<file path="config.mk">
export PLATFORM = sky130hd
export DESIGN_NAME = cmp_serial_flat
export DESIGN_NICKNAME = d
export VERILOG_FILES = /design/src/rtl/cmp_serial_pkg.sv /design/src/rtl/cmp_serial_if.sv /design/src/rtl/cmp_serial_slice_cmp.sv /design/src/rtl/cmp_serial.sv /design/src/flat_wrapper.sv
export SDC_FILE = /design/constraint.sdc
export NUM_CORES = 1
export LEC_CHECK = 0
export ABC_AREA = 1
export ABC_CLOCK_PERIOD_IN_PS = 3000
export CAP_MARGIN = 5
export CORE_ASPECT_RATIO = 2
export CORE_UTILIZATION = 51
export CTS_CLUSTER_DIAMETER = 200
export DETAILED_ROUTE_END_ITERATION = 10
export PLACE_DENSITY_LB_ADDON = 0.1
export SLEW_MARGIN = 20
export SYNTH_ARGS = -nofsm -noshare
export SYNTH_HDL_FRONTEND = slang
export SYNTH_HIERARCHICAL = 1
export SYNTH_SLANG_ARGS = --single-unit
export TNS_END_PERCENT = 10
</file>
<file path="constraint.sdc">
create_clock -name clk -period 3 [get_ports clk]
set_clock_uncertainty 0.15 [all_clocks]
set_input_delay 0.9 -clock clk [delete_from_list [all_inputs] [get_ports clk]]
set_output_delay 0.9 -clock clk [all_outputs]
set_load 0.03 [all_outputs]
</file>
<file path="src/rtl/cmp_serial_pkg.sv">
`default_nettype none
// ============================================================================
// Module   : cmp_pkg
// Brief    : Shared types and helpers for the serial magnitude comparator.
// Revision : 1.0 - initial release
// ============================================================================
package cmp_pkg;

  // Compare mode presented alongside the operands.
  typedef enum logic [1:0] {
    OP_SLT  = 2'b00,
    OP_SLTU = 2'b01,
    OP_EQ   = 2'b10,
    OP_SLE  = 2'b11
  } op_t;

  // Controller states.
  typedef enum logic [1:0] {
    ST_IDLE = 2'b00,
    ST_RUN  = 2'b01,
    ST_DONE = 2'b10
  } state_t;

  // Operand width must split into a whole number of slices.
  function automatic bit width_ok(input int n, input int w);
    return (w > 0) && (n >= w) && ((n % w) == 0);
  endfunction

  // Maps the raw less-than / equal pair onto the requested mode.
  function automatic logic select_result(input op_t op, input logic lt, input logic eq);
    logic r;
    case (op)
      OP_EQ:   r = eq;
      OP_SLE:  r = lt | eq;
      default: r = lt;
    endcase
    return r;
  endfunction

endpackage
`default_nettype wire

</file>
<file path="src/rtl/cmp_serial_if.sv">
`default_nettype none
// ============================================================================
// Module   : cmp_serial_if
// Brief    : Operand/result handshake bundle for cmp_serial.
// Revision : 1.0 - initial release
// ============================================================================
interface cmp_serial_if #(
  parameter int N = 32
);
  import cmp_pkg::*;

  logic         i_valid;
  logic         i_ready;
  logic [N-1:0] a;
  logic [N-1:0] b;
  op_t          op;
  logic         o_valid;
  logic         o_ready;
  logic         out;
  logic         lt;
  logic         eq;

  // Producer/consumer side.
  modport master (
    output i_valid, a, b, op, o_ready,
    input  i_ready, o_valid, out, lt, eq
  );

  // Comparator side.
  modport slave (
    input  i_valid, a, b, op, o_ready,
    output i_ready, o_valid, out, lt, eq
  );
endinterface
`default_nettype wire

</file>
<file path="src/rtl/cmp_serial_slice_cmp.sv">
`default_nettype none
// ============================================================================
// Module   : slice_cmp
// Brief    : Combinational unsigned compare of one W-bit slice.
// Revision : 1.0 - initial release
// ============================================================================
module slice_cmp #(
  parameter int W = 8
) (
  input  logic [W-1:0] a,
  input  logic [W-1:0] b,
  output logic         lt,
  output logic         eq
);

  // Signedness is already folded into the operands upstream.
  assign lt = (a < b);
  assign eq = (a == b);

endmodule
`default_nettype wire

</file>
<file path="src/rtl/cmp_serial.sv">
`default_nettype none
// ============================================================================
// Module   : cmp_serial
// Brief    : Multi-cycle signed/unsigned comparator, W bits per cycle,
//            MSB slice first, with optional early exit.
// Revision : 1.0 - initial release
// ============================================================================
module cmp_serial
  import cmp_pkg::*;
#(
  parameter int N          = 32,
  parameter int W          = 8,
  parameter bit EARLY_EXIT = 1'b1
) (
  input  logic         clk,
  input  logic         rst_n,
  cmp_serial_if.slave  bus
);

  localparam int             c_s     = N / W;
  localparam int             c_kw    = (c_s > 1) ? $clog2(c_s) : 1;
  localparam int             c_slots = 1 << c_kw;
  localparam logic [c_kw-1:0] c_k_top = c_kw'(c_s - 1);
  // Flipping the sign bit maps two's-complement order onto unsigned order.
  localparam logic [N-1:0]   c_msb   = {1'b1, {(N-1){1'b0}}};

  generate
    if (!width_ok(N, W)) begin : g_bad_width
      $error("cmp_serial: N must be a positive multiple of W");
    end
  endgenerate

  state_t          r_state;
  state_t          w_state_next;
  logic [N-1:0]    r_a;
  logic [N-1:0]    r_b;
  op_t             r_op;
  logic [c_kw-1:0] r_k;
  logic            r_dec;
  logic            r_lt;
  logic            r_eq;
  logic            r_out;
  logic            r_ovalid;

  logic            w_capture;
  logic            w_decide;
  logic            w_k_step;
  logic            w_lt_new;
  logic            w_eq_new;
  logic [W-1:0]    w_sa;
  logic [W-1:0]    w_sb;
  logic            w_slt;
  logic            w_seq;

  // Slice mux: padded to a power of two so every k value selects something.
  logic [W-1:0] w_sa_arr [c_slots];
  logic [W-1:0] w_sb_arr [c_slots];

  generate
    for (genvar s = 0; s < c_slots; s++) begin : g_slice
      if (s < c_s) begin : g_real
        assign w_sa_arr[s] = r_a[s*W +: W];
        assign w_sb_arr[s] = r_b[s*W +: W];
      end else begin : g_pad
        assign w_sa_arr[s] = '0;
        assign w_sb_arr[s] = '0;
      end
    end
  endgenerate

  assign w_sa = w_sa_arr[r_k];
  assign w_sb = w_sb_arr[r_k];

  slice_cmp #(.W(W)) u_slice (
    .a  (w_sa),
    .b  (w_sb),
    .lt (w_slt),
    .eq (w_seq)
  );

  // State register.
  always_ff @(posedge clk or negedge rst_n) begin
    if (!rst_n) r_state <= ST_IDLE;
    else        r_state <= w_state_next;
  end

  // Next-state and datapath control decode.
  always_comb begin
    w_state_next = r_state;
    w_capture    = 1'b0;
    w_decide     = 1'b0;
    w_k_step     = 1'b0;
    w_lt_new     = 1'b0;
    w_eq_new     = 1'b0;
    unique case (r_state)
      ST_IDLE: begin
        if (bus.i_valid) begin
          w_capture    = 1'b1;
          w_state_next = ST_RUN;
        end
      end
      ST_RUN: begin
        if (!w_seq && !r_dec) begin
          // First differing slice fixes the answer.
          w_decide = 1'b1;
          w_lt_new = w_slt;
          w_eq_new = 1'b0;
          if (EARLY_EXIT) w_state_next = ST_DONE;
        end else if (w_seq && !r_dec && (r_k == '0)) begin
          w_decide = 1'b1;
          w_lt_new = 1'b0;
          w_eq_new = 1'b1;
        end
        if (r_k == '0) w_state_next = ST_DONE;
        else           w_k_step     = 1'b1;
      end
      ST_DONE: begin
        if (bus.o_ready) w_state_next = ST_IDLE;
      end
      default: w_state_next = ST_IDLE;
    endcase
  end

  // Operand capture, slice counter and result registers.
  always_ff @(posedge clk or negedge rst_n) begin
    if (!rst_n) begin
      r_a      <= '0;
      r_b      <= '0;
      r_op     <= OP_SLT;
      r_k      <= '0;
      r_dec    <= 1'b0;
      r_lt     <= 1'b0;
      r_eq     <= 1'b0;
      r_out    <= 1'b0;
      r_ovalid <= 1'b0;
    end else begin
      if (w_capture) begin
        r_a   <= (bus.op == OP_SLTU) ? bus.a : (bus.a ^ c_msb);
        r_b   <= (bus.op == OP_SLTU) ? bus.b : (bus.b ^ c_msb);
        r_op  <= bus.op;
        r_k   <= c_k_top;
        r_dec <= 1'b0;
      end else if (w_k_step) begin
        r_k <= r_k - 1'b1;
      end
      if (w_decide) begin
        r_dec <= 1'b1;
        r_lt  <= w_lt_new;
        r_eq  <= w_eq_new;
        r_out <= select_result(r_op, w_lt_new, w_eq_new);
      end
      r_ovalid <= (w_state_next == ST_DONE);
    end
  end

  assign bus.i_ready = (r_state == ST_IDLE);
  assign bus.o_valid = r_ovalid;
  assign bus.out     = r_out;
  assign bus.lt      = r_lt;
  assign bus.eq      = r_eq;

endmodule
`default_nettype wire

</file>
<file path="src/flat_wrapper.sv">
// flat-port wrapper written by rule: the top's interface ports become plain ports
module cmp_serial_flat import cmp_pkg::*;
#(
  parameter int N          = 32,
  parameter int W          = 8,
  parameter bit EARLY_EXIT = 1'b1
)
  (clk, rst_n, bus_i_valid, bus_a, bus_b, bus_op, bus_o_ready, bus_i_ready, bus_o_valid, bus_out, bus_lt, bus_eq);
  cmp_serial_if #(.N(N)) bus_i ();
  input  logic clk;
  input  logic rst_n;
  input wire logic [$bits(bus_i.i_valid)-1:0] bus_i_valid;
  input wire logic [$bits(bus_i.a)-1:0] bus_a;
  input wire logic [$bits(bus_i.b)-1:0] bus_b;
  input wire logic [$bits(bus_i.op)-1:0] bus_op;
  input wire logic [$bits(bus_i.o_ready)-1:0] bus_o_ready;
  output wire logic [$bits(bus_i.i_ready)-1:0] bus_i_ready;
  output wire logic [$bits(bus_i.o_valid)-1:0] bus_o_valid;
  output wire logic [$bits(bus_i.out)-1:0] bus_out;
  output wire logic [$bits(bus_i.lt)-1:0] bus_lt;
  output wire logic [$bits(bus_i.eq)-1:0] bus_eq;
  assign bus_i.i_valid = bus_i_valid;
  assign bus_i.a = bus_a;
  assign bus_i.b = bus_b;
  assign bus_i.op = bus_op;
  assign bus_i.o_ready = bus_o_ready;
  assign bus_i_ready = bus_i.i_ready;
  assign bus_o_valid = bus_i.o_valid;
  assign bus_out = bus_i.out;
  assign bus_lt = bus_i.lt;
  assign bus_eq = bus_i.eq;
  cmp_serial #(.N(N), .W(W), .EARLY_EXIT(EARLY_EXIT)) u_core (.clk(clk), .rst_n(rst_n), .bus(bus_i));
endmodule
</file>
## Yosys cells after proc, flatten, opt, wreduce, memory -nomap -nowiden

Index checks and enable logic that the tools add are counted.
W data, S select, Z words.

- Bitwise gates (word level): 4
- Reduce and logical (&&, ||, !) cells: 9
- Multipliers: 0
- Mux-type cells: 29
- Add/sub/neg operators: 1
- Divide/modulo/power cells: 0
- Magnitude comparators: 2
- Shift operators: 0
- Eq/ne operators: 7

Operators by type and width:

| cell | number |
|---|---|
| $mux W32 | 2 |
| $bmux W8 S2 | 2 |
| $mux W8 | 4 |
| $mux W1 | 13 |
| $mux W2 | 6 |
| $eq A2 B2 Y1 const B | 4 |
| $eq A8 B8 Y1 | 1 |
| $lt A8 B8 Y1 | 1 |
| $pmux W2 S3 | 1 |
| $eq A2 B1 Y1 const B | 2 |
| $logic_not A2 Y1 | 2 |
| $reduce_bool A2 Y1 | 2 |
| $ge A3 B3 Y1 const B | 1 |
| $logic_and A1 B1 Y1 | 3 |
| $not A2 Y3 | 1 |
| $logic_not A1 Y1 | 2 |
| $not A1 Y1 | 2 |
| $pmux W1 S2 | 1 |
| $sub A2 B1 Y2 const B | 1 |
| $or A1 B1 Y1 | 1 |

- Bits of input ports: 70
- Latch bits: 0
- Memory bits (read-only): 0
- Bits in writable memories: 0
- Bits in registers: 75
- Memories kept: 0

## Depth between registers and ports, before layout

Gate-level depths: netlist of run 1.

- Depth in word-level cells: 12
- Gate-level depth with buffers: 14
- Gate-level depth less buffers: 13

## By module

Netlist of run 1, hierarchy kept.

By module, submodules not included:

| module | cells an instance | times used | area an instance (sq um) |
|---|---|---|---|
| cmp_serial | 418 | 1 | 3350.7 |
| slice_cmp | 37 | 1 | 221.5 |

## Worst setup path after synthesis of run 1

No wires, ideal clock.

- Path type: register -> register
- Start point: reg u_core.r_k[0]
- End point: reg u_core.r_ovalid (netlist: u_core/bus.o_valid)
- Data required time: 2.717 ns
- Setup time: 0.133 ns
- Data arrival time: 1.959 ns
- Path slack: 0.758 ns
- Period minus slack after synthesis: 2.242 ns
- Cell stages (with the launch flop): 14
- Buffers on the path: 1
- Path through: dfrtp_1 inv_1 clkbuf_1 o21ai_0 o22ai_1 inv_1 ha_1 nand2_1 inv_1 nand3_1 nor3_2 nor2_1 o21ai_0 o31ai_1

- Word-level cells in the longest chain between the ends: 11
- Elaborated cells on any way between the ends: 15

Ends and longest elaborated chain:

| item | line | text |
|---|---|---|
| from (decl) | cmp_serial.sv:38 | `logic [c_kw-1:0] r_k;` |
| from (signal assigned) | cmp_serial.sv:141 | `r_k <= c_k_top;` |
| from (signal assigned) | cmp_serial.sv:144 | `r_k <= r_k - 1'b1;` |
| $not A2 Y3 (not written as such) | cmp_serial.sv:72 | `assign w_sb = w_sb_arr[r_k];` |
| $bmux W8 S2 | cmp_serial.sv:72 |  |
| $mux W8 (not written as such) (2 in a row) | cmp_serial.sv:72 |  |
| net u_core.w_sb[3] | cmp_serial.sv:51 | `logic [W-1:0] w_sb;` |
| $eq A8 B8 Y1 | cmp_serial_slice_cmp.sv:18 | `assign eq = (a == b);` |
| net u_core.w_seq | cmp_serial.sv:53 | `logic w_seq;` |
| $logic_not A1 Y1 | cmp_serial.sv:103 | `if (!w_seq && !r_dec) begin` |
| $logic_and A1 B1 Y1 | cmp_serial.sv:103 |  |
| $mux W2 | cmp_serial.sv:103 |  |
| $mux W2 | cmp_serial.sv:114 | `if (r_k == '0) w_state_next = ST_DONE;` |
| $pmux W2 S3 | cmp_serial.sv:95 | `unique case (r_state)` |
| $eq A2 B2 Y1 | cmp_serial.sv:152 | `r_ovalid <= (w_state_next == ST_DONE);` |
| to (signal assigned) | cmp_serial.sv:152 |  |
| to (decl) | cmp_serial.sv:43 | `logic r_ovalid;` |

The timed path passes the listed nets, and every way through them passes these cells. The select of a mux whose other input is x is not followed.
A chain may end at the register's enable or synchronous reset.

## Worst setup path in the final report of run 1

- Start point: reg u_core.r_state[0]
- End point: out bus_i_ready

- Word-level cells in the longest chain between the ends: 1

Ends and longest elaborated chain:

| item | line | text |
|---|---|---|
| from (decl) | cmp_serial.sv:33 | `state_t r_state;` |
| from (signal assigned) | cmp_serial.sv:84 | `else r_state <= w_state_next;` |
| $logic_not A2 Y1 | cmp_serial.sv:156 | `assign bus.i_ready = (r_state == ST_IDLE);` |
| to (decl) | flat_wrapper.sv:17 | `output wire logic [$bits(bus_i.i_ready)-1:0] bus_i_ready;` |

No other way between the ends.

==> results.txt, run 1 <==
The final max-slew violation count was 0. The worst path uses 88.1% of the clock period. The maximum clock insertion buffer count is 2.

The depth of the CTS H-tree is 3. Max-cap violations in this run came to 0. The final number of hold-violating endpoints came to 0. The worst setup path is captured at a primary output. The power density normalized to cell area is 1060 nW/um2.

In this run, post-CTS repair resized a total of 0 instances. The largest individual stage delay along the critical path comes from the cell sky130_fd_sc_hd__clkdlybuf4s50_1. 75 I/O pins were placed. By area the synthesized netlist is led by sky130_fd_sc_hd__dfrtp_1, sky130_fd_sc_hd__nand2_1, sky130_fd_sc_hd__o21ai_0. The first-pass GRT wire length is 14.2 mm.

Before CTS, the worst setup slack after placement is 0.444 ns. The run finished with clean final reports. After clock tree synthesis, the clock-pin slew on the worst setup and hold paths is 0.05 ns.

The first-iteration detailed-routing DRC count came out at 203. The global-route usage over all layers is 27.0%. The combined buffer and inverter count along the critical path is 1. The critical path launch point type is a flop. Setup repair after global routing left no endpoint under its margin. For the pin with the worst max-slew slack, the measured transition is 0.392 ns. The endpoint identified for the worst register-to-register timing path is u_core/r_state[1]$_DFF_PN0_. The path depth of the worst reg2reg path is 11.

The highest attainable clock frequency came out at 378 MHz. The critical path goes through nor2_4 -> clkdlybuf4s50_1. The floorplan core area came out at 6670 um2. The number of different library cells in the post-synthesis netlist is 21.

Relative to the synthesized area, the layout overhead comes to 30.3%. Across all hold checks on the routed design, the worst slack comes to 0.322 ns. The total number of placement rows is 42. The hold-fix buffer count after cts came out at 0.

The startpoint identified for the worst hold timing path is u_core/r_b[13]$_DFFE_PN0P_. Cells with a size suffix above 1 make up 5.08% of the layout. The net count of the mapped netlist came out at 534. The height of the die is 120 um. The yosys synthesis warning count is 6. The root buffer cell chosen for the clock tree is sky130_fd_sc_hd__clkbuf_16. The proportion of netlist area held by the largest area contributor came out at 52.5%. The number of antenna diodes in the final layout is 0.

The minimum period implied by the final worst setup slack is 2.64 ns. After filler insertion, the fill cell instance count of the layout stands at 566. The wire length after detailed routing came out at 8.58 mm. Entering global routing, the biggest net connects 76 pins.

The netlist area before placement came out at 3570 um2. The detailed-route via count came out at 3205. The number of antenna violations at the first check in global routing is 0. Setup slack closes at 0.357 ns. The number of global-route vias before repair is 3124.

In this run the worst hold path is classified as reg2reg. The leading cell type in the layout, fill and taps excluded is sky130_fd_sc_hd__nand2_1. The die footprint came out at 7360 um2.

After routing, the total negative slack on setup checks comes to 0 ns. At the end of the flow the core is filled with cells to 69.7%. The worst flop-to-flop path startpoint is u_core/r_k[0]$_DFFE_PN0P_.

A synthesized cell averages 7.85 um2. Detailed placement ended at an HPWL of 6.02 mm. The total congestion overflow came out at 0. The number of antenna-violating nets in the routed design came out at 0. The worst path required time is 1.95 ns. The number of detailed-route iterations in the first pass came out at 4. The post-CTS repair timing setup buffer count came out at 0. For this design, the sink count on the clock tree is 75. In this run the horizontal extent of the chip is 61.2 um.

Dividing the detail-routed via count by the number of cells gives 5.17. TritonCTS created 9 clock buffers. The worst endpoint data arrival time came out at 1.59 ns.

The post-synthesis sequential area ratio is 52.5%. The worst hold path stage count came out at 2. In the final routed layout, each cell accounts on average for 13.8 um.

The residual DRC count is 0. The final setup violation count is 0. Summed over all cells, the static leakage comes to 2.36 nW. The placer's final routability congestion estimate is 0.869. The post-synthesis instance total is 455. The clock latency on the worst-skew pair is 0.34 ns. The final-stage net count came out at 606.

The CTS tree is yes. The critical path start-end classification is reg2out. The number of port buffers is 74. The largest area contributor in the netlist is sky130_fd_sc_hd__dfrtp_1.

In the layout the commonest cells are sky130_fd_sc_hd__nand2_1, sky130_fd_sc_hd__dfrtp_1, sky130_fd_sc_hd__clkdlybuf4s50_1, sky130_fd_sc_hd__o21ai_0, sky130_fd_sc_hd__nor2_1. The setup slack on the worst flop-to-flop path came out at 0.47 ns. The worst pin sits at a relative slew slack of 73.9%. The critical-path maximum fanout is 4.

The initial standard-cell utilization of the core is 53.5%. Among cell families on the critical path, the largest total delay comes from buffers and inverters. On the worst path, the slowest cell contributes a delay of 0.68 ns. The path with the worst hold slack has its endpoint at u_core/r_b[13]$_DFFE_PN0P_. The flip-flop and latch count after synthesis is 75. VDD sags by at most 564 uV.
## per-stage QoR
| stage | area (um2) | instances | power, mW |
|---|---|---|---|
| finish | 4650 | 620 | 4.95 |
| global route | 4650 | 620 | 5.39 |
| CTS | 4650 | 620 | 4.96 |
| detailed placement | 4380 | 604 | 3.95 |
| global placement | 4380 | 604 | 3.87 |
| floorplan | 3570 | 455 | 3.30 |
## cell families after synthesis
logic type                 after synthesis  synth area share [%]
AOI/OAI and AO/OA                       60                  9.11
and+or+nand+nor                        264                  28.7
xor gates and xnor gates                 2                 0.490
adders and majority gates                9                  3.15
buffers and inverters                   45                  6.06
DFF                                     75                  52.5
## sequential cells by signal (all words and copies together) (netlist names)
register and flops:
u_core/bus.eq 1, u_core/r_a 32, u_core/bus.lt 1, u_core/bus.out 1, u_core/r_dec 1, u_core/r_b 32, u_core/r_k 2, u_core/bus.o_valid 1
u_core/r_state 2, u_core/r_op 2
## power by group
part / internal, mW / switching (mW)
registers: 1.49 / 0.314
logic: 0.845 / 1.31
clock network: 0.602 / 0.380
total: 2.94 / 2.01
## layer usage
metal | part of all wire [%] | vias to the layer above | track usage [%]
met1 | 39 | 1500 | 31.8
met2 | 53 | 109 | 44.0
met3 | 4.8 | 21 | 7.27
li1 | - | 1575 | -
met5 | 0 | - | 0
met4 | 3.1 | 0 | 12.9
## Yosys cell counts
master                     instances
sky130_fd_sc_hd__a21oi_1           4
sky130_fd_sc_hd__buf_1             1
sky130_fd_sc_hd__buf_2             8
sky130_fd_sc_hd__buf_4             2
sky130_fd_sc_hd__buf_6             4
sky130_fd_sc_hd__clkbuf_1          7
sky130_fd_sc_hd__dfrtp_1          75
sky130_fd_sc_hd__ha_1              9
sky130_fd_sc_hd__inv_1            22
sky130_fd_sc_hd__inv_2             1
sky130_fd_sc_hd__nand2_1         217
sky130_fd_sc_hd__nand2_4           1
sky130_fd_sc_hd__nand3_1           7
sky130_fd_sc_hd__nand4_1           1
sky130_fd_sc_hd__nor2_1           36
sky130_fd_sc_hd__nor2_4            1
sky130_fd_sc_hd__nor3_2            1
sky130_fd_sc_hd__o21ai_0          38
sky130_fd_sc_hd__o22ai_1          16
sky130_fd_sc_hd__o31ai_1           2
sky130_fd_sc_hd__xor2_1            2
## worst max-delay path by stage
stage	startpoint	end	slack, ns	cells after the start
after floorplan	u_core/r_k[0]$_DFFE_PN0P_	u_core/bus.o_valid$_DFF_PN0_	0.76	13
final	u_core/r_state[0]$_DFF_PN0_	bus_i_ready	0.36	2
after detailed placement	bus_i_valid	u_core/r_op[0]$_DFFE_PN0P_	0.44	5
after CTS	u_core/r_state[0]$_DFF_PN0_	bus_i_ready	0.34	2
after global placement	bus_i_valid	u_core/r_b[15]$_DFFE_PN0P_	0.47	6
after global routing	u_core/r_k[0]$_DFFE_PN0P_	u_core/bus.o_valid$_DFF_PN0_	0.22	12
## worst register-to-register path, delay by kind of cell (launching register included)
kind | cells | cell delay, ns
compound gates | 4 | 0.56
buf+inv | 3 | 0.52
simple gates | 3 | 0.48
flops | 1 | 0.37
fa+ha+maj | 1 | 0.30
## area by class of cell
type                    count  area (um2)  area share, %
multi-input cells         335        1480           31.8
repair buffers             83         828           17.8
inverters                  23        86.3           1.85
clock inverters             2        10.0          0.215
clock buffers              14         264           5.67
flip-flops and latches     75        1880           40.3
well taps                  88         110           2.37
Note: power is estimated with default switching activity, not from simulation.
==> inputs of run 2 (changes only) <==
--- a/config.mk
+++ b/config.mk
@@ -12,10 +12,11 @@
 export CORE_UTILIZATION = 51
 export CTS_CLUSTER_DIAMETER = 200
 export DETAILED_ROUTE_END_ITERATION = 10
-export PLACE_DENSITY_LB_ADDON = 0.1
+export HOLD_SLACK_MARGIN = 0.15
+export PLACE_DENSITY = 0.8
 export SLEW_MARGIN = 20
 export SYNTH_ARGS = -nofsm -noshare
 export SYNTH_HDL_FRONTEND = slang
 export SYNTH_HIERARCHICAL = 1
 export SYNTH_SLANG_ARGS = --single-unit
-export TNS_END_PERCENT = 10
+export TNS_END_PERCENT = 100
==> run 2 against run 1 <==
Net effect:
- sequential share of layout area decreased by 0.25 points
- core utilization is 0.43 points higher
- global-route usage up 0.58 points
- highest routed layer unchanged
- largest power group unchanged
- final cell count is 0.32% higher
- routed wire length increased by 4.1%
- clock power about the same
- critical endpoint unchanged
- combinational power grew 2%
- clock-buffer cell count is 1 lower
- fmax is 0.43% lower
==> results.txt, run 2 (same netlist as run 1, synthesis figures left out) <==
Status: complete, no violations (unchanged). The largest stage delay on the critical path came out at 0.68 ns (about the same). The power density normalized to cell area came out at 1080 nW/um2 (was 1060 nW/um2). The number of detailed-route iterations in the first pass is 6 (was 4). Unrepaired setup endpoints after global routing: no (unchanged). The path category of the worst min-delay check is reg2reg (unchanged). The height of the die came out at 120 um (unchanged). The total I/O pin count is 75 (unchanged). The growth of design area from synthesis to finish is 31.1% (was 30.3%). The largest net degree at the start of global routing came out at 51 (was 76).

The post-CTS repair timing setup buffer count is 0 (unchanged). The total number of placement rows came to 42 (unchanged). The worst slack on hold paths was 0.323 ns (was 0.322 ns).

The final-stage net count is 609 (was 606). The final number of hold-violating endpoints is 0 (unchanged). The maximum vdd drop is 572 uV (was 564 uV). The share of post-route cells with drive strength above 1 is 5.81% (was 5.08%).

The number of global-route vias before repair is 3306 (was 3124). The wire length after detailed routing came out at 8.94 mm (was 8.58 mm). The first-iteration detailed-routing DRC count came out at 198 (was 203). The minimum period implied by the final worst setup slack is 2.65 ns (was 2.64 ns).

The die footprint is 7360 um2 (unchanged). The final cycle utilization of the critical path came out at 88.5% (was 88.1%). The combined buffer and inverter count along the critical path was 1 (unchanged). The nature of the critical path endpoint is a primary output (unchanged). The floorplan core area is 6670 um2 (unchanged). The placer's final routability congestion estimate came out at 0.867 (was 0.869). The hold-fix buffer count after cts came out at 0 (unchanged). The CTS buffer count is 9 (unchanged). The number of antenna-violating nets in the routed design came out at 0 (unchanged). The depth of the CTS H-tree came to 3 (unchanged). The number of port buffers was 74 (unchanged). The worst endpoint data arrival time came out at 1.60 ns (was 1.59 ns). Registers with the highest flip-flop counts: u_core/r_a: 32 flops, u_core/r_b: 32 flops (unchanged). The CTS tree is yes (unchanged). The count of placed standard cells including taps came to 607 (was 604). The final setup violation count was 0 (unchanged).

The number of antenna violations at the first check in global routing was 0 (unchanged). The total negative slack is 0 ns (unchanged). The total congestion overflow came out at 0 (unchanged). The leakage power is 2.38 nW (was 2.36 nW).

The post-detailed-route via-to-cell ratio came to 5.29 (was 5.17). The highest attainable clock frequency came out at 377 MHz (was 378 MHz). The clock latency on the worst-skew pair is 0.34 ns (about the same). The root buffer cell is sky130_fd_sc_hd__clkbuf_16 (unchanged). The first-pass GRT wire length is 14.7 mm (was 14.2 mm). The critical path start-end classification is reg2out (unchanged).

The detailed placer's ending HPWL came out at 6.48 mm (was 6.02 mm). The post-cts gate resize count is 0 (unchanged). The cell type of the slowest stage on the worst timing path is sky130_fd_sc_hd__clkdlybuf4s50_1 (unchanged). The transition time at the pin with the least slew margin came to 0.877 ns (was 0.392 ns).

The clock-pin slew of the registers on the worst-case setup and hold paths is 0.05 ns (about the same). The maximum clock insertion buffer count is 2 (unchanged). The final max-slew violation count is 0 (unchanged). The residual DRC count is 0 (unchanged).

The detailed-route via count came out at 3289 (was 3205). The leading cell type in the layout, fill and taps excluded was sky130_fd_sc_hd__nand2_1 (unchanged). The critical path launch point type is a flop (unchanged).

The largest delay contributor family on the critical path was buffers and inverters (unchanged). The antenna diode count came to 0 (unchanged). The global-route usage over all layers is 27.6% (was 27.0%). Most used cells in the layout excluding fill and tap cells: sky130_fd_sc_hd__nand2_1, sky130_fd_sc_hd__dfrtp_1, sky130_fd_sc_hd__clkdlybuf4s50_1, sky130_fd_sc_hd__o21ai_0, sky130_fd_sc_hd__nor2_1 (unchanged). The worst path required time came out at 1.95 ns (about the same). The worst slack at placement is 0.533 ns (was 0.444 ns).

Series of cell instances along the critical path: nor2_4 -> clkdlybuf4s50_1 (unchanged). The setup slack after layout came out at 0.345 ns (was 0.357 ns). The count of max-cap constraint violations came to 0 (unchanged). The initial standard-cell utilization of the core came out at 53.5% (unchanged). The average wire length per cell after detail routing came out at 14.4 um (was 13.8 um). The width of the die came out at 61.2 um (unchanged). The number of clock sinks seen by CTS is 75 (unchanged). The max-slew headroom at the worst pin came out at 41.5% (was 73.9%).

The critical-path maximum fanout is 4 (unchanged). The final instance count without filler cells came out at 622 (was 620).
==> run 2: cell types whose count changed in the layout (fill, tap and decap cells not counted) <==
cell                       change
sky130_fd_sc_hd__clkbuf_1      -2
sky130_fd_sc_hd__clkbuf_8      +1
sky130_fd_sc_hd__buf_4         +3
==> run 2: worst paths after layout <==
check                                                 start                      endpoint  slack (ns)  cells past startpoint
max in group asynchronous                             rst_n    u_core/r_a[15]$_DFFE_PN0P_        1.50                      2
min in group asynchronous                             rst_n    u_core/r_a[26]$_DFFE_PN0P_        0.53                      1
worst max-delay path            u_core/r_state[0]$_DFF_PN0_                   bus_i_ready        0.35                      2
worst min-delay path             u_core/r_b[13]$_DFFE_PN0P_    u_core/r_b[13]$_DFFE_PN0P_        0.32                      2
worst max register to register    u_core/r_k[0]$_DFFE_PN0P_  u_core/bus.o_valid$_DFF_PN0_        0.41                     11
worst min register to register   u_core/r_b[13]$_DFFE_PN0P_    u_core/r_b[13]$_DFFE_PN0P_        0.32                      2
==> run 2: metal layers <==
metal | track usage (%) | vias to the layer above | wire length, um
li1 | - | 1577 | -
met1 | 31.2 | 1541 | 3320
met3 | 5.67 | 42 | 429
met4 | 19.5 | 0 | 555
met5 | 0 | - | 0
met2 | 44.4 | 129 | 4630
==> run 2: layout make-up <==
cell class	count	area, um2
fill	568	1990
sequential	75	1880
multi-input combinational	335	1480
timing repair buffer	86	851
clock buffer	13	270
tap	88	110
inverter	23	86.3
clock inverter	2	10.0
==> run 2: through the flow <==
stage               total power [mW]  utilization (%)  area, um2
floorplan                       3.30                -       3570
global placement                3.87             66.0       4400
detailed placement              3.97             66.0       4400
CTS                             5.03             70.2       4680
global route                    5.44             70.2       4680
finish                          5.04             70.2       4680
==> run 2: report_power, final <==
part | total [mW] | switching, mW | internal, mW
clock | 1.01 | 0.391 | 0.620
sequential | 1.83 | 0.335 | 1.49
combinational | 2.20 | 1.35 | 0.857
==> run 2: worst register-to-register path, cell delays in order (launching register included) <==
cell                      delay [ns]
sky130_fd_sc_hd__dfrtp_1        0.38
sky130_fd_sc_hd__inv_1          0.23
sky130_fd_sc_hd__buf_4          0.25
sky130_fd_sc_hd__o21ai_0        0.11
sky130_fd_sc_hd__o22ai_1        0.20
sky130_fd_sc_hd__inv_1          0.07
sky130_fd_sc_hd__ha_1           0.28
sky130_fd_sc_hd__nand3_1        0.08
sky130_fd_sc_hd__nor3_2         0.22
sky130_fd_sc_hd__nor2_1         0.13
sky130_fd_sc_hd__o21ai_0        0.25
sky130_fd_sc_hd__o31ai_1        0.12
==> inputs of run 3 (changes only) <==
--- a/config.mk
+++ b/config.mk
@@ -14,7 +14,8 @@
 export DETAILED_ROUTE_END_ITERATION = 10
 export HOLD_SLACK_MARGIN = 0.15
 export PLACE_DENSITY = 0.8
-export SLEW_MARGIN = 20
+export RECOVER_POWER = 100
+export SLEW_MARGIN = 10
 export SYNTH_ARGS = -nofsm -noshare
 export SYNTH_HDL_FRONTEND = slang
 export SYNTH_HIERARCHICAL = 1
==> run 3 against run 2 <==
Net effect:
- hold slack worse by 0.0027 ns
- register-to-register slack gained 0.04 ns
- clock power barely moved
- sequential share of layout area is 0.43 points higher
- core utilization fell by 0.75 points
- routed wire length down 0.73%
- setup slack got worse by 0.057 ns
- power is 1.2% lower
- critical path depth grew 4
==> results.txt, run 3 (same netlist as run 1, synthesis figures left out) <==
Status: complete, no violations (unchanged). The first element of the critical path is bus_i_valid (was u_core/r_state[0]$_DFF_PN0_). The post-CTS repair timing setup buffer count came out at 0 (unchanged). The transition time at the pin with the least slew margin is 0.949 ns (was 0.877 ns). The nature of the critical path endpoint is a flop (was primary output). The worst endpoint data arrival time is 2.78 ns (was 1.60 ns). The residual DRC count is 0 (unchanged). Unrepaired setup endpoints after global routing: no (unchanged).

The minimum period implied by the final worst setup slack was 2.71 ns (was 2.65 ns). The detailed-route via count is 3272 (was 3289). The final cycle utilization of the critical path came out at 90.4% (was 88.5%). The hold-fix buffer count after cts came to 0 (unchanged). The total congestion overflow came out at 0 (unchanged). The final max-slew violation count came out at 0 (unchanged).

The count of max-cap constraint violations came to 0 (unchanged). The first-pass GRT wire length came out at 14.7 mm (unchanged). The number of antenna-violating nets in the routed design came out at 0 (unchanged). The depth of the CTS H-tree came out at 3 (unchanged). The global-route usage over all layers was 27.6% (unchanged).

The post-detailed-route via-to-cell ratio was 5.26 (was 5.29). The clock-pin slew of the registers on the worst-case setup and hold paths came out at 0.05 ns (about the same). The critical path start-end classification is in2reg (was reg2out). The cell type of the slowest stage on the worst timing path is sky130_fd_sc_hd__dlygate4sd3_1 (was sky130_fd_sc_hd__clkdlybuf4s50_1). The first-iteration detailed-routing DRC count is 199 (was 198).

The root buffer cell is sky130_fd_sc_hd__clkbuf_16 (unchanged). The final-stage net count came out at 609 (unchanged). The leading cell type in the layout, fill and taps excluded is sky130_fd_sc_hd__nand2_1 (unchanged). The maximum vdd drop came out at 565 uV (was 572 uV). The clock latency on the worst-skew pair came out at 0.33 ns (was 0.34 ns). The total negative slack came out at 0 ns (unchanged). The largest net degree at the start of global routing is 51 (unchanged). The height of the die is 120 um (unchanged). The total I/O pin count came to 75 (unchanged). The detailed placer's ending HPWL came to 6.48 mm (unchanged). The core utilization of the finished layout came out at 69.4% (was 70.2%). The number of port buffers is 74 (unchanged). The post-route standard cell area excluding fillers is 4630 um2 (was 4680 um2).

The worst path required time came out at 3.07 ns (was 1.95 ns). Series of cell instances along the critical path: dlygate4sd3_1 -> nand2_1 -> inv_1 -> clkbuf_4 -> nand2_1 -> nand2_1 (was nor2_4 -> clkdlybuf4s50_1). The width of the die is 61.2 um (unchanged). The highest attainable clock frequency came out at 369 MHz (was 377 MHz). The critical-path maximum fanout is 50 (was 4). The setup slack after layout came to 0.288 ns (was 0.345 ns). The number of filler cells placed in the layout came to 577 (was 568). The share of post-route cells with drive strength above 1 was 5.06% (was 5.81%). The critical path launch point type is an input port (was flop). The initial standard-cell utilization of the core came out at 53.5% (unchanged).

The growth of design area from synthesis to finish came out at 29.7% (was 31.1%). The final setup violation count is 0 (unchanged). The worst flop-to-flop path startpoint is u_core/r_k[0]$_DFFE_PN0P_ (unchanged). The average wire length per cell after detail routing is 14.3 um (was 14.4 um). The total number of placement rows came to 42 (unchanged).

The CTS tree is yes (unchanged). The leakage power is 2.37 nW (was 2.38 nW). Most used cells in the layout excluding fill and tap cells: sky130_fd_sc_hd__nand2_1, sky130_fd_sc_hd__dfrtp_1, sky130_fd_sc_hd__clkdlybuf4s50_1, sky130_fd_sc_hd__o21ai_0, sky130_fd_sc_hd__nor2_1 (unchanged). The number of global-route vias before repair is 3306 (unchanged). Registers with the highest flip-flop counts: u_core/r_a: 32 flops, u_core/r_b: 32 flops (unchanged). The final number of hold-violating endpoints is 0 (unchanged). The total chip power is 4.98 mW (was 5.04 mW). The placer's final routability congestion estimate was 0.867 (unchanged). The placed cell area came out at 4400 um2 (unchanged). The launch instance of the worst min-delay path was u_core/bus.lt$_DFFE_PN0P_ (was u_core/r_b[13]$_DFFE_PN0P_). The number of clock sinks seen by CTS came out at 75 (unchanged). The antenna diode count came out at 0 (unchanged). The CTS buffer count is 9 (unchanged).

The power density normalized to cell area came out at 1080 nW/um2 (about the same). The maximum clock insertion buffer count came out at 2 (unchanged). The path category of the worst min-delay check is reg2reg (unchanged). The floorplan core area is 6670 um2 (unchanged). The number of detailed-route iterations in the first pass came out at 4 (was 6). The most numerous cell type found on the critical path is sky130_fd_sc_hd__nand2_1. The number of antenna violations at the first check in global routing came out at 0 (unchanged). The max-slew headroom at the worst pin is 36.7% (was 41.5%).

The worst slack at placement is 0.533 ns (unchanged). The largest stage delay on the critical path is 0.54 ns (was 0.68 ns). The post-cts gate resize count came out at 0 (unchanged).

The die footprint came to 7360 um2 (unchanged). The wire length after detailed routing was 8.87 mm (was 8.94 mm).
## run 3: cell types whose count changed in the layout (fill, tap and decap cells not counted), sizes merged
cell,previous run,this run
buf,13,5
clkbuf,13,21
clkdlybuf4s50,73,67
dlygate4sd3,0,6
## run 3: per-stage QoR
step / std cells / hold slack [ns]
3_3_place_gp: 607 / 0.307
2_1_floorplan: 455 / 0.294
6_report: 622 / 0.321
4_1_cts: 622 / 0.326
5_1_grt: 622 / 0.337
3_5_place_dp: 607 / 0.311
## run 3: final cells by class
cell class / instances / area, um2 / share of cell area (%)
inverters: 23 / 86.3 / 1.86
clock inverters: 2 / 10.0 / 0.216
well taps: 88 / 110 / 2.38
clock buffers: 13 / 270 / 5.83
multi-input cells: 335 / 1470 / 31.8
repair buffers: 86 / 808 / 17.4
flip-flops and latches: 75 / 1880 / 40.5
## run 3: where the power goes
group	internal (mW)	switching [mW]	total, mW	leakage (nW)
clock	0.620	0.385	1.00	0.141
combinational	0.822	1.33	2.15	1.30
sequential	1.49	0.335	1.83	0.926
## run 3: layer usage
| metal | vias up | GRT usage [%] | part of all wire [%] |
|---|---|---|---|
| li1 | 1577 | - | - |
| met1 | 1541 | 31.2 | 38 |
| met2 | 114 | 44.4 | 52 |
| met3 | 40 | 5.67 | 4.0 |
| met4 | 0 | 19.5 | 6.0 |
| met5 | - | 0 | 0 |
## run 3: path summary, 6_finish.rpt
| check | endpoint | slack [ns] | cells after the start |
|---|---|---|---|
| worst max-delay path | u_core/r_b[22]$_DFFE_PN0P_ | 0.29 | 6 |
| worst min-delay path | u_core/bus.lt$_DFFE_PN0P_ | 0.32 | 2 |
| worst max register to register | u_core/bus.o_valid$_DFF_PN0_ | 0.45 | 13 |
| worst min register to register | u_core/bus.lt$_DFFE_PN0P_ | 0.32 | 2 |
| max in group asynchronous | u_core/r_a[15]$_DFFE_PN0P_ | 0.87 | 2 |
| min in group asynchronous | u_core/r_a[26]$_DFFE_PN0P_ | 0.56 | 1 |
## run 3: worst max-delay path, delay by kind of cell
| kind | cells | cell delay (ns) |
|---|---|---|
| simple gates | 3 | 0.79 |
| buf+inv | 3 | 1.06 |
